**config.mk**
```make
export PLATFORM = sky130hd
export DESIGN_NAME = ssd_mux_ctrl_flat
export DESIGN_NICKNAME = d
export VERILOG_FILES = /design/src/rtl/ssd_mux_ctrl_if.sv /design/src/rtl/ssd_mux_ctrl.sv /design/src/flat_wrapper.sv
export SDC_FILE = /design/constraint.sdc
export NUM_CORES = 1
export LEC_CHECK = 0
export CAP_MARGIN = 10
export CORE_UTILIZATION = 40
export DETAILED_ROUTE_END_ITERATION = 16
export PLACE_DENSITY = 0.74
export REMOVE_ABC_BUFFERS = 1
export SLEW_MARGIN = 30
export SYNTH_ARGS = -nofsm -noshare
export SYNTH_HDL_FRONTEND = slang
export SYNTH_SLANG_ARGS = --single-unit
```
**constraint.sdc**
```tcl
create_clock -name clk_i -period 3.7 [get_ports clk_i]
set_input_delay 0.74 -clock clk_i [delete_from_list [all_inputs] [get_ports clk_i]]
set_output_delay 0.74 -clock clk_i [all_outputs]
set_load 0.02 [all_outputs]
```
**src/rtl/ssd_mux_ctrl_if.sv**
```systemverilog
// Byte handshake between a producer and the 7-segment mux controller.
// The producer drives valid_i/data_i; the controller drives ready_o.
interface ssd_mux_ctrl_if;
  logic       valid_i;
  logic [7:0] data_i;
  logic       ready_o;

  modport master (output valid_i, output data_i, input ready_o);
  modport slave  (input valid_i, input data_i, output ready_o);
endinterface

```
**src/rtl/ssd_mux_ctrl.sv**
```systemverilog
// Digit-select generator and frame-synchronous display register for a two-digit
// 7-segment driver; new bytes wait in a one-entry buffer until a frame boundary.
module ssd_mux_ctrl #(
  parameter int unsigned DIV_P       = 120000,
  parameter logic [7:0]  RESET_VAL_P = 8'h00
) (
  input  logic                clk_i,
  input  logic                reset_i,
  ssd_mux_ctrl_if.slave       bus,
  output logic                sel_o,
  output logic [3:0]          left_digit_o,
  output logic [3:0]          right_digit_o,
  output logic                frame_o
);

  localparam int unsigned CW = (DIV_P > 1) ? $clog2(DIV_P) : 1;
  localparam logic [CW-1:0] LAST = CW'(DIV_P - 1);

  logic [CW-1:0] cnt;
  logic [7:0]    disp;
  logic [7:0]    pend;
  logic          pend_full;
  logic          wrap;
  logic          boundary;
  logic          accept;

  assign wrap        = (cnt == LAST);
  // Boundary = end of the left phase, so each frame starts on the right digit.
  assign boundary    = wrap & sel_o;
  assign bus.ready_o = ~pend_full;
  assign accept      = bus.valid_i & ~pend_full;

  assign left_digit_o  = disp[7:4];
  assign right_digit_o = disp[3:0];

  always_ff @(posedge clk_i or posedge reset_i) begin
    if (reset_i) begin
      cnt       <= '0;
      sel_o     <= 1'b0;
      disp      <= RESET_VAL_P;
      pend      <= '0;
      pend_full <= 1'b0;
      frame_o   <= 1'b0;
    end else begin
      frame_o <= 1'b0;

      if (wrap) begin
        cnt   <= '0;
        sel_o <= ~sel_o;
      end else begin
        cnt <= cnt + 1'b1;
      end

      // Accept requires an empty buffer and commit a full one, so the two never collide.
      if (boundary && pend_full) begin
        disp      <= pend;
        pend_full <= 1'b0;
        frame_o   <= 1'b1;
      end else if (accept) begin
        pend      <= bus.data_i;
        pend_full <= 1'b1;
      end
    end
  end

endmodule

```
**src/flat_wrapper.sv**
```systemverilog
// flat-port wrapper written by rule: the top's interface ports become plain ports
module ssd_mux_ctrl_flat 
#(
  parameter int unsigned DIV_P       = 120000,
  parameter logic [7:0]  RESET_VAL_P = 8'h00
)
  (clk_i, reset_i, sel_o, left_digit_o, right_digit_o, frame_o, bus_valid_i, bus_data_i, bus_ready_o);
  ssd_mux_ctrl_if bus_i ();
  input  logic clk_i;
  input  logic reset_i;
  output logic sel_o;
  output logic [3:0] left_digit_o;
  output logic [3:0] right_digit_o;
  output logic frame_o;
  input wire logic [$bits(bus_i.valid_i)-1:0] bus_valid_i;
  input wire logic [$bits(bus_i.data_i)-1:0] bus_data_i;
  output wire logic [$bits(bus_i.ready_o)-1:0] bus_ready_o;
  assign bus_i.valid_i = bus_valid_i;
  assign bus_i.data_i = bus_data_i;
  assign bus_ready_o = bus_i.ready_o;
  ssd_mux_ctrl #(.DIV_P(DIV_P), .RESET_VAL_P(RESET_VAL_P)) u_core (.clk_i(clk_i), .reset_i(reset_i), .bus(bus_i), .sel_o(sel_o), .left_digit_o(left_digit_o), .right_digit_o(right_digit_o), .frame_o(frame_o));
endmodule
```
==> impl_metrics.env <==
export IMPL_route_met2_wl_mm=1.362
export IMPL_overflow=0
export IMPL_routed_wl_mm=2.650
export IMPL_cts_root_buf="clkbuf_8"
export IMPL_fp_row_count=22
export IMPL_gp_congestion=0.8604
export IMPL_drt_first_pass_iters=5
export IMPL_synth_cell_types=27
export IMPL_dp_hpwl_mm=1.944
export IMPL_finClkSkew_ns=0.003352
export IMPL_route_detailed_drc=0
export IMPL_antenna_left=0
export IMPL_start_kind="flip-flop"
export IMPL_core_area_sq_um=3689
export IMPL_viasPerCell=5.111
export IMPL_path_cells="or4b_1, nor4_1, and3_1, mux2_2"
export IMPL_ctsResizeCount=0
export IMPL_ys_ff_latch=36
export IMPL_nNetsFinal=161
export IMPL_path_max_fanout=9
export IMPL_regArea_sq_um=900.9
export IMPL_netlist_area_leader_share=0.5821
export IMPL_cp_slowest_cell="or4b_1"
export IMPL_fmax_mhz=454.9
export IMPL_fin_tns_setup_ns=0
export IMPL_status="finished clean"
export IMPL_first_global_vias=1077
export IMPL_grt_start_max_net_pins=37
export IMPL_cts_sinks=36
export IMPL_cts_setup_buffers=0
export IMPL_finalMaxSlewViolations=0
export IMPL_synth_warning_count=0
export IMPL_syn_cell_area_sq_um=1548
export IMPL_die_h_microns=64.21
export IMPL_cts_tree="yes"
export IMPL_num_fill_cells=320
export IMPL_final_cell_mix="dfrtp_1, clkdlybuf4s50_1, mux2_2, nor2_1, xor2_1"
export IMPL_cts_buffer_depth=2
export IMPL_reg2reg_slack_ns=1.50
export IMPL_wl_met1_mm=1.109
export IMPL_ios=22
export IMPL_ir_drop_mv=0.2032
export IMPL_reg2reg_from="u_core.cnt[9]"
export IMPL_holdWs_ns=0.4872
export IMPL_async_flop_share=1.000
export IMPL_drv_cap=0
export IMPL_grt_pass1_wl_mm=4.864
export IMPL_ctsHoldBuffers=0
export IMPL_setup_violations_final=0
export IMPL_min_from="u_core.cnt[16]"
export IMPL_cp_arrival_ns=2.37
export IMPL_r2r_end="u_core.disp[6]"
export IMPL_drive_above_1_share=0.1733
export IMPL_dp_cells=190
export IMPL_synth_top_cell_by_area="dfrtp_1"
export IMPL_multi_input_area_sq_um=615.6
export IMPL_wl_per_cell_microns=13.38
export IMPL_power_mw=0.7671
export IMPL_powerDensity_nw_per_um2=400.2
export IMPL_drt_first_iter_violations=58
export IMPL_clkTransAtPathRegs_ns=0.07
export IMPL_synth_edf_count=0
export IMPL_syn_avg_cell_area_sq_um=12.58
export IMPL_leakage_nw=0.8609
export IMPL_area_delta_synth_final_pct=23.85
export IMPL_antenna_found_initial=0
export IMPL_htreeDepth=2
export IMPL_hold_end="u_core.cnt[16]"
export IMPL_min_period_over_period=0.5942
export IMPL_fin_crit_ns=2.198
export IMPL_die_x_microns=64.21
export IMPL_dr_wl_met3_microns=109
export IMPL_crit_path_end_kind="flip-flop"
export IMPL_final_cells=198
export IMPL_rsz0062_at_grt="no"
export IMPL_syn_inst=123
export IMPL_clock_latency_ns=0.29
export IMPL_synth_area_top_cells="dfrtp_1, mux2_2, xor2_1, xnor2_1, nor2_1"
export IMPL_finalHoldViolations=0
export IMPL_initial_utilization=0.4196
export IMPL_grt_usage=0.1597
export IMPL_relSlewSlack=0.5710
export IMPL_synth_seq_area_share=0.5821
export IMPL_crit_path_max_incr_delay_ns=0.53
export IMPL_cp_required_ns=3.87
export IMPL_final_common_cell="dfrtp_1"
export IMPL_worst_slew_pin_slew_ns=0.6422
export IMPL_die_area_sq_um=4122
export IMPL_crit_type="flip-flop to flip-flop"
export IMPL_hold_depth=1
export IMPL_hp_class="flip-flop to flip-flop"
export IMPL_io_buffers=21
export IMPL_top_layer_used="met4"
export IMPL_n_antenna_cell=0
export IMPL_numCtsBuffers=5
export IMPL_ff2ff_path_depth=4
export IMPL_synth_ff_type="dfrtp_1"
export IMPL_via_count=1012
-- Yosys cell counts (2+ instances only) --
library cell	number
dfrtp_1	36
mux2_2	16
nor2_1	11
xor2_1	8
xnor2_1	6
nand2_1	5
nand3_1	5
and4_1	4
nand4_1	4
and3_1	3
nand4b_1	3
nor3_1	3
buf_4	2
inv_1	2
nor4_1	2
or4b_1	2
-- metrics by stage --
step	instance area, sq um	setup WS (ns)	util
after global routing	1917	1.393	0.5197
after CTS	1911	1.450	0.5180
after detailed placement	1803	1.362	0.4888
after floorplan	1518	1.450	-
final	1917	1.502	0.5197
after global placement	1803	1.434	0.4888
-- final cells by class --
cell class              instances  area share
clock inverters                 2     0.01828
well taps                      48     0.03133
inverters                       2    0.003916
repair buffers                 23      0.1175
flip-flops and latches         36      0.4700
multi-input cells              81      0.3211
clock buffers                   6     0.03786
-- sequential cells by signal, indices dropped and copies added (netlist names) --
register and count:
u_core.frame_o 1, u_core.sel_o 1, u_core.cnt 17, u_core.pend 8, u_core.disp 8, u_core.pend_full 1
-- metal layers --
metal / global-route usage / vias to the layer above
met5: 0 / -
met4: 0.08333 / 0
met3: 0.05893 / 6
met2: 0.2646 / 23
met1: 0.1788 / 496
li1: - / 487
-- critical path: cells and delay by family, from the launching register on --
kind	cells	cell delay [ns]
AND/OR/NAND/NOR	3	1.26
flip-flops	1	0.44
multiplexers	1	0.39
-- worst max-delay path by stage --
stage	slack, ns	from	cells past startpoint	to
after detailed placement	1.36	bus_valid_i	3	u_core.pend[7]
final	1.50	u_core.cnt[9]	4	u_core.disp[6]
after global routing	1.39	u_core.cnt[0]	5	u_core.disp[6]
after CTS	1.45	u_core.cnt[9]	4	u_core.cnt[1]
after global placement	1.43	bus_valid_i	3	u_core.pend[2]
after floorplan	1.45	u_core.cnt[9]	3	u_core.cnt[1]
-- kinds of logic (layout without fill, tap and decap cells) --
group | Yosys count | in the layout | share of synthesized area
adder cells (fa/ha/maj) | 1 | 1 | 0.008083
buffers and inverters | 6 | 33 | 0.02425
XOR/XNOR | 14 | 14 | 0.07923
flip-flops | 36 | 36 | 0.5821
multiplexers | 17 | 17 | 0.1229
AND/OR/NAND/NOR | 47 | 47 | 0.1770
AO/OA/AOI/OAI | 2 | 2 | 0.006461
-- report_power, final --
part	internal, mW	total (mW)	switching, mW
Clock	0.200	0.330	0.131
Combinational	0.0173	0.0283	0.0110
Sequential	0.404	0.409	0.00498
(Power assumes the default switching activity.)
